[config.mk]
export PLATFORM = sky130hd
export DESIGN_NAME = wave_synth
export DESIGN_NICKNAME = d
export VERILOG_FILES = /design/src/rtl/wave_synth.sv
export SDC_FILE = /design/constraint.sdc
export NUM_CORES = 1
export LEC_CHECK = 0
export ABC_AREA = 0
export CORE_ASPECT_RATIO = 0.9
export CORE_UTILIZATION = 60
export CTS_CLUSTER_SIZE = 25
export DETAILED_ROUTE_END_ITERATION = 12
export PLACE_DENSITY = 0.9
export SLEW_MARGIN = 20
export SYNTH_ARGS = -nofsm -noshare
export SYNTH_HDL_FRONTEND = slang
export SYNTH_SLANG_ARGS = --single-unit
[constraint.sdc]
create_clock -name clk_100m -period 6.2 [get_ports clk_100m]
set_input_delay 0.62 -clock clk_100m [delete_from_list [all_inputs] [get_ports clk_100m]]
set_output_delay 0.62 -clock clk_100m [all_outputs]
set_load 0.02 [all_outputs]
[src/rtl/wave_synth.sv]
// DDS phase-to-amplitude back end: sine (quarter-wave LUT), triangle, square, PWM.
// Optional AMP_SCALE_EN adds amp_word and a fourth amplitude-scaling stage.
module wave_synth #(
  parameter int unsigned PHASE_W = 16,
  parameter int unsigned OUT_W   = 12,
  parameter int unsigned LUT_AW  = 6
) (
  input  logic               clk_100m,
  input  logic               rst_n,
  input  logic               enable,
  input  logic [1:0]         wave_word,
  input  logic [6:0]         pwm_word,
`ifdef AMP_SCALE_EN
  input  logic [3:0]         amp_word,
`endif
  input  logic [PHASE_W-1:0] phase_in,
  output logic [OUT_W-1:0]   wave_out,
  output logic               out_valid,
  output logic               wrap
);

  typedef enum logic [1:0] {
    WAVE_SINE   = 2'b00,
    WAVE_TRI    = 2'b01,
    WAVE_SQUARE = 2'b10,
    WAVE_PWM    = 2'b11
  } wave_e;

  localparam logic [OUT_W-1:0] MID = {1'b1, {(OUT_W-1){1'b0}}};

  // Q[k] = round(2047*sin(pi/2*(k+0.5)/64))
  localparam logic [OUT_W-2:0] SINE_Q [2**LUT_AW] = '{
    11'd25,   11'd75,   11'd126,  11'd176,  11'd226,  11'd275,  11'd325,  11'd375,
    11'd424,  11'd473,  11'd522,  11'd570,  11'd618,  11'd666,  11'd713,  11'd760,
    11'd807,  11'd852,  11'd898,  11'd943,  11'd987,  11'd1031, 11'd1074, 11'd1116,
    11'd1158, 11'd1199, 11'd1239, 11'd1279, 11'd1318, 11'd1356, 11'd1393, 11'd1430,
    11'd1465, 11'd1500, 11'd1533, 11'd1566, 11'd1598, 11'd1629, 11'd1659, 11'd1688,
    11'd1716, 11'd1743, 11'd1769, 11'd1793, 11'd1817, 11'd1840, 11'd1861, 11'd1881,
    11'd1901, 11'd1919, 11'd1936, 11'd1951, 11'd1966, 11'd1979, 11'd1992, 11'd2003,
    11'd2012, 11'd2021, 11'd2028, 11'd2035, 11'd2039, 11'd2043, 11'd2046, 11'd2047
  };

  logic               wrap_det, ctrl_load;
  logic [1:0]         quad;
  logic [LUT_AW-1:0]  idx, lut_addr;

  logic [PHASE_W-1:0] phase_prev_d, phase_prev_q;
  logic               en_prev_d, en_prev_q;
  wave_e              wave_act_d, wave_act_q;
  logic [6:0]         pwm_act_d, pwm_act_q;

  logic               s1_valid_d, s1_valid_q, s1_wrap_d, s1_wrap_q;
  logic [PHASE_W-4:0] s1_ph_d, s1_ph_q;
  wave_e              s1_wave_d, s1_wave_q;
  logic [6:0]         s1_pwm_d, s1_pwm_q;

  logic               s2_valid_d, s2_valid_q, s2_wrap_d, s2_wrap_q;
  logic               s2_sine_d, s2_sine_q, s2_neg_d, s2_neg_q;
  logic [OUT_W-2:0]   s2_lut_d, s2_lut_q;
  logic [OUT_W-1:0]   s2_raw_d, s2_raw_q;

  logic               s3_valid_d, s3_valid_q, s3_wrap_d, s3_wrap_q;
  logic [OUT_W-1:0]   s3_sample_d, s3_sample_q;

`ifdef AMP_SCALE_EN
  logic [3:0]         amp_act_d, amp_act_q, s1_amp_d, s1_amp_q;
  logic [3:0]         s2_amp_d, s2_amp_q, s3_amp_d, s3_amp_q;
  logic signed [OUT_W:0]   amp_diff;
  logic signed [5:0]       amp_gain;
  logic signed [OUT_W+6:0] amp_prod, amp_shift;
  logic               s4_valid_d, s4_valid_q, s4_wrap_d, s4_wrap_q;
  logic [OUT_W-1:0]   s4_sample_d, s4_sample_q;
`endif

  always_comb begin
    // A wrap or the first enabled cycle loads the control words for this very sample.
    wrap_det     = enable && (phase_in < phase_prev_q);
    ctrl_load    = enable && (wrap_det || !en_prev_q);
    phase_prev_d = enable ? phase_in : phase_prev_q;
    en_prev_d    = enable;
    wave_act_d   = ctrl_load ? wave_e'(wave_word) : wave_act_q;
    pwm_act_d    = ctrl_load ? pwm_word : pwm_act_q;

    s1_valid_d = enable;
    s1_wrap_d  = wrap_det;
    s1_ph_d    = phase_in[PHASE_W-1:3];
    s1_wave_d  = wave_act_d;
    s1_pwm_d   = pwm_act_d;

    quad       = s1_ph_q[12:11];
    idx        = s1_ph_q[10:5];
    lut_addr   = quad[0] ? ~idx : idx;
    s2_lut_d   = SINE_Q[lut_addr];
    s2_neg_d   = quad[1];
    s2_sine_d  = (s1_wave_q == WAVE_SINE);
    s2_valid_d = s1_valid_q;
    s2_wrap_d  = s1_wrap_q;
    s2_raw_d   = MID;
    case (s1_wave_q)
      WAVE_TRI:    s2_raw_d = s1_ph_q[12] ? ~s1_ph_q[11:0] : s1_ph_q[11:0];
      WAVE_SQUARE: s2_raw_d = s1_ph_q[12] ? '0 : '1;
      WAVE_PWM:    s2_raw_d = (s1_ph_q[12:6] < s1_pwm_q) ? '1 : '0;
      WAVE_SINE:   s2_raw_d = MID;
    endcase

    s3_valid_d  = s2_valid_q;
    s3_wrap_d   = s2_wrap_q;
    s3_sample_d = MID;
    if (s2_valid_q) begin
      if (!s2_sine_q)    s3_sample_d = s2_raw_q;
      else if (s2_neg_q) s3_sample_d = (MID - 1'b1) - {1'b0, s2_lut_q};
      else               s3_sample_d = MID + {1'b0, s2_lut_q};
    end

`ifdef AMP_SCALE_EN
    amp_act_d   = ctrl_load ? amp_word : amp_act_q;
    s1_amp_d    = amp_act_d;
    s2_amp_d    = s1_amp_q;
    s3_amp_d    = s2_amp_q;
    amp_diff    = $signed({1'b0, s3_sample_q}) - $signed({1'b0, MID});
    amp_gain    = $signed({2'b00, s3_amp_q}) + 6'sd1;
    amp_prod    = amp_diff * amp_gain;
    amp_shift   = amp_prod >>> 4;
    s4_valid_d  = s3_valid_q;
    s4_wrap_d   = s3_wrap_q;
    s4_sample_d = s3_valid_q ? OUT_W'(amp_shift + $signed({1'b0, MID})) : MID;
`endif
  end

  always_ff @(posedge clk_100m or negedge rst_n) begin
    if (!rst_n) begin
      phase_prev_q <= '0;
      en_prev_q    <= 1'b0;
      wave_act_q   <= WAVE_SINE;
      pwm_act_q    <= '0;
      s1_valid_q   <= 1'b0;
      s1_wrap_q    <= 1'b0;
      s1_ph_q      <= '0;
      s1_wave_q    <= WAVE_SINE;
      s1_pwm_q     <= '0;
      s2_valid_q   <= 1'b0;
      s2_wrap_q    <= 1'b0;
      s2_sine_q    <= 1'b0;
      s2_neg_q     <= 1'b0;
      s2_lut_q     <= '0;
      s2_raw_q     <= MID;
      s3_valid_q   <= 1'b0;
      s3_wrap_q    <= 1'b0;
      s3_sample_q  <= MID;
`ifdef AMP_SCALE_EN
      amp_act_q    <= '0;
      s1_amp_q     <= '0;
      s2_amp_q     <= '0;
      s3_amp_q     <= '0;
      s4_valid_q   <= 1'b0;
      s4_wrap_q    <= 1'b0;
      s4_sample_q  <= MID;
`endif
    end else begin
      phase_prev_q <= phase_prev_d;
      en_prev_q    <= en_prev_d;
      wave_act_q   <= wave_act_d;
      pwm_act_q    <= pwm_act_d;
      s1_valid_q   <= s1_valid_d;
      s1_wrap_q    <= s1_wrap_d;
      s1_ph_q      <= s1_ph_d;
      s1_wave_q    <= s1_wave_d;
      s1_pwm_q     <= s1_pwm_d;
      s2_valid_q   <= s2_valid_d;
      s2_wrap_q    <= s2_wrap_d;
      s2_sine_q    <= s2_sine_d;
      s2_neg_q     <= s2_neg_d;
      s2_lut_q     <= s2_lut_d;
      s2_raw_q     <= s2_raw_d;
      s3_valid_q   <= s3_valid_d;
      s3_wrap_q    <= s3_wrap_d;
      s3_sample_q  <= s3_sample_d;
`ifdef AMP_SCALE_EN
      amp_act_q    <= amp_act_d;
      s1_amp_q     <= s1_amp_d;
      s2_amp_q     <= s2_amp_d;
      s3_amp_q     <= s3_amp_d;
      s4_valid_q   <= s4_valid_d;
      s4_wrap_q    <= s4_wrap_d;
      s4_sample_q  <= s4_sample_d;
`endif
    end
  end

`ifdef AMP_SCALE_EN
  assign wave_out  = s4_sample_q;
  assign out_valid = s4_valid_q;
  assign wrap      = s4_wrap_q;
`else
  assign wave_out  = s3_sample_q;
  assign out_valid = s3_valid_q;
  assign wrap      = s3_wrap_q;
`endif

endmodule

### Word-level counts from Yosys, hierarchy flattened

Memory sizes are Yosys's and may differ from the RTL's. A register that Yosys moved wholly into a read port is not among the register bits.
Cells that the tools add are included.

| operators by class | value |
|---|---|
| reductions and logical operators | 6 |
| add/subtract/negate cells | 2 |
| eq/ne operators | 3 |
| $lt $le $gt $ge | 2 |
| bitwise logic cells | 3 |
| multiplexer cells | 8 |

Operators with widths:

| operator | count |
|---|---|
| $mux 12 | 6 |
| $pmux 12 s4 | 1 |
| $lt 16x16->1 | 1 |
| $add 12x11->12 const A | 1 |
| $not 12->12 | 1 |
| $sub 11x11->12 const A | 1 |
| $lt 7x7->1 | 1 |
| $not 6->7 | 1 |
| $mux 6 | 1 |
| $not 6->6 | 1 |
| $eq 2x2->1 const B | 2 |
| $eq 2x1->1 const B | 1 |
| $logic_and 1x1->1 | 2 |
| $logic_not 1->1 | 2 |
| $logic_not 2->1 | 1 |
| $logic_or 1x1->1 | 1 |

| storage, ports and cells | value |
|---|---|
| input port bits | 28 |
| flip-flop bits (word level) | 70 |
| output and inout bits | 14 |
| word-level logic and storage cells | 39 |
| memories kept | 1 |
| memory bits (read-only) | 704 |

Memories:

| memory | words | width | rd ports | clocked after Yosys merged registers in | write ports | RTL line | text |
|---|---|---|---|---|---|---|---|
| (name not given) | 64 | 11 | 1 | 1 | 0 | 93 | `s2_lut_d = SINE_Q[lut_addr];` |

### Depth between registers and ports, before layout

| depth | value |
|---|---|
| word-level depth | 4 |
| gate-level depth with buffers | 12 |
| gate-level depth less buffers | 9 |

### Least setup slack after synthesis

No wires, ideal clock.

| timing path | value |
|---|---|
| kind | flip-flop to flip-flop |
| from | reg s1_ph_q[11] |
| to | reg s2_lut_q[0] |
| period minus slack after synthesis | 2.495 ns |
| cell stages (with the launch flop) | 12 |
| path buffers | 3 |
| data required time | 6.118 ns |
| arrival time | 2.413 ns |
| path slack | 3.705 ns |
| library setup time | 0.082 ns |
| cells stage by stage | dfrtp_1 > buf_2 > buf_4 > xor2_1 > inv_1 > ha_1 > clkbuf_1 > or2_2 > a211oi_1 > a311oi_1 > and3_1 > a31oi_1 |

| on the way | value |
|---|---|
| cells in the longest elaborated chain, start to end | 2 |

RTL lines:

| element | RTL line | text |
|---|---|---|
| start: declaration | 53 | `logic [PHASE_W-4:0] s1_ph_d, s1_ph_q;` |
| start signal: assignment | 166 | `s1_ph_q <= s1_ph_d;` |
| $mux 6 | 92 | `lut_addr = quad[0] ? ~idx : idx;` |
| $not 6->7 (implied by the code) | 93 |  |
| end: declaration | 59 | `logic [OUT_W-2:0] s2_lut_d, s2_lut_q;` |

Every way passes these cells.
A chain may end at the register's enable or synchronous reset.

### Worst setup path after layout

Ends and elaborated chain as after synthesis.

==> qor.csv <==
metric,value,unit
DP HPWL,8.63,mm
"top cells by area, synth","dfrtp_1, ha_1, nand2_1",
maximum VDD drop,0.181,mV
setup bufs post-CTS,0,
clock insertion delay at the later pin of the skew report,370,ps
top_reg_cell synth,dfrtp_1,
IO Pins,42,
final WL,13.2,mm
Root Driver,clkbuf_8,
antenna-violating nets left,0,
Rows,31,
DIE HEIGHT,90,um
DR vias,4522,
DRC Markers,0,
largest net degree at the start of global routing,82,
CTS max path bufs,2,
final setup fails,0,
PostCTS Resize Cnt,0,
sequential fraction of the synthesis area,39.3,%
Critical Path Fanout Max,44,
status,"complete, no violations",
routability cong.,1.02,
"Slew Viols, Final",0,
Worst Clk Skew,8.83,ps
Pwr Density,258,nW/um^2
Max Fclk,322,MHz
top-area cell type share of the netlist area,38.3,%
Area Overhead vs Synth,12.1,%
htree depth,3,
antenna violations before repair,0,
grt ovf,0,
Diodes inserted,0,
hold crit path type,primary input to asynchronous set/reset pin,
Mapped Nets,642,
CTS tree,yes,
width of the die,99.8,um
Worst-path clk slew,90,ps
"CP delay by family, top",buffers and inverters,
fraction of layout cells with a size suffix above 1,8.19,%
Worst setup SP type,flop,
Final min period,3100,ps
RSZ-0062 raised after global routing,no,
area of the die,8980,um^2
leading area contributor after synthesis,dfrtp_1,
total CTS buffers,9,
Post-synth EDFFs,0,
Final TNS setup,0,ps
CP max-delay cell,xor2_1,
DRT Pass-1 Iters,7,
Final Cell Area,5790,um^2
vias in the first global route,4294,
Initial Utilization,63.1,%
CP Class,flop to flop,
"Data required, critical path",6460,ps
Synth Register Bits,81,
arrival time at the worst endpoint,3360,ps
post-synth design cell area,5160,um^2
Core Area,8180,um^2
Async SR Flop Fraction,100,%
hold_buf cts,0,
Starting DRT DRC Count,573,
first-pass GRT wire length,21.2,mm
PortBufs,41,
CP peak stage delay,440,ps
critical path endpoint category,flop,
most frequent cells in the layout,"nand2_1, dfrtp_1, o21ai_0",
CTS Sinks,81,
worst-margin pin slew,1010,ps
Synth cell types,59,
Leak,2.61,nW
nets@finish,652,
Via density,6.34,
syn_area_per_cell,8.85,um^2
YS warnings,0,
slew margin rel.,32.4,%
gr usage total,30.2,%
Placed Area,5550,um^2
fin crit share,50.0,%
crit path buf inv count,2,
hold slack,124,ps
"Hold Vio Cnt, Final",0,
Max-Cap Viols,0,
Cells after Synth,583,
cell chain of the critical path,"buf_4, xor2_1, inv_1, ha_1, or2_2, a211oi_1, a311oi_1, and3_1, a31oi_1",
post-DR wirelength/cell,18.5,um
[cell families after synthesis]
| kind of cell | synth area share, % |
|---|---|
| AND/OR/NAND/NOR | 15.9 |
| AO/OA/AOI/OAI | 22.5 |
| flip-flops | 39.3 |
| buffers and inverters | 6.13 |
| adder cells (fa/ha/maj) | 7.51 |
| XOR/XNOR | 4.92 |
| multiplexers | 3.76 |
[Yosys cell counts (12+ instances only)]
master	number
xnor2_1	14
o211a_1	12
a21oi_1	25
o21ai_0	52
ha_1	31
dfrtp_1	79
clkbuf_1	28
buf_2	13
nand2_1	79
inv_1	29
nor2_1	28
xor2_1	15
nand3_1	21
[metrics by stage]
step	std cells	total power, mW	utilization [%]	setup slack (ps)
5_1_grt	713	1.57	70.7	2940
4_1_cts	712	1.49	70.4	3200
3_5_place_dp	696	1.08	67.8	2870
6_report	713	1.49	70.7	3100
3_3_place_gp	696	1.07	67.8	2950
2_1_floorplan	583	0.941	-	3700
[path summary, 6_finish.rpt]
| check | from | to | slack (ps) | cells past startpoint |
|---|---|---|---|---|
| max | s1_ph_q[11]$_DFF_PN0_ | s2_lut_q[0]$_DFF_PN0_ | 3100 | 9 |
| min | rst_n | wave_out[3]$_DFF_PN0_ | 120 | 1 |
| max reg2reg | s1_ph_q[11]$_DFF_PN0_ | s2_lut_q[0]$_DFF_PN0_ | 3100 | 9 |
| min reg2reg | s1_wrap_q$_DFF_PN0_ | s2_wrap_q$_DFF_PN0_ | 360 | 0 |
| max in group asynchronous | rst_n | s2_raw_q[11]$_DFF_PN1_ | 5460 | 2 |
| min in group clk_100m | s1_wrap_q$_DFF_PN0_ | s2_wrap_q$_DFF_PN0_ | 360 | 0 |
[power by group]
group	switching (mW)	internal (mW)	total (mW)
Combinational	0.249	0.186	0.435
Clock	0.208	0.194	0.402
Sequential	0.0482	0.610	0.658
Total	0.506	0.989	1.49
[layout make-up]
class	instances	area [um^2]
timing repair buffer	47	473
inverter	31	116
sequential	81	2030
fill	597	2400
clock inverter	7	83.8
tap	115	144
multi-input combinational	423	2820
clock buffer	9	124
[worst reg2reg max path: stages (launching register included)]
cell      delay [ps]
dfrtp_1          330
buf_4            400
xor2_1           460
inv_1            280
ha_1             440
or2_2            340
a211oi_1         230
a311oi_1          90
and3_1           190
a31oi_1          240
[metal layers]
layer	up-vias	wire length [um]	track usage, %
li1	2084	-	-
met1	2109	5320	40.5
met2	265	6030	44.6
met3	64	1300	8.71
met4	0	540	15.1
met5	-	0	0
[sequential cells by signal, summed over array words and instances (netlist names)]
| register | count |
|---|---|
| out_valid | 1 |
| phase_prev_q | 16 |
| s1_ph_q | 13 |
| s1_pwm_q | 7 |
| s1_valid_q | 1 |
| s1_wave_q | 2 |
| s1_wrap_q | 1 |
| s2_lut_q | 11 |
| s2_neg_q | 1 |
| s2_raw_q | 12 |
| s2_sine_q | 1 |
| s2_valid_q | 1 |
| s2_wrap_q | 1 |
| wave_out | 12 |
| wrap | 1 |
No activity file was read; power rests on OpenSTA's default activity.
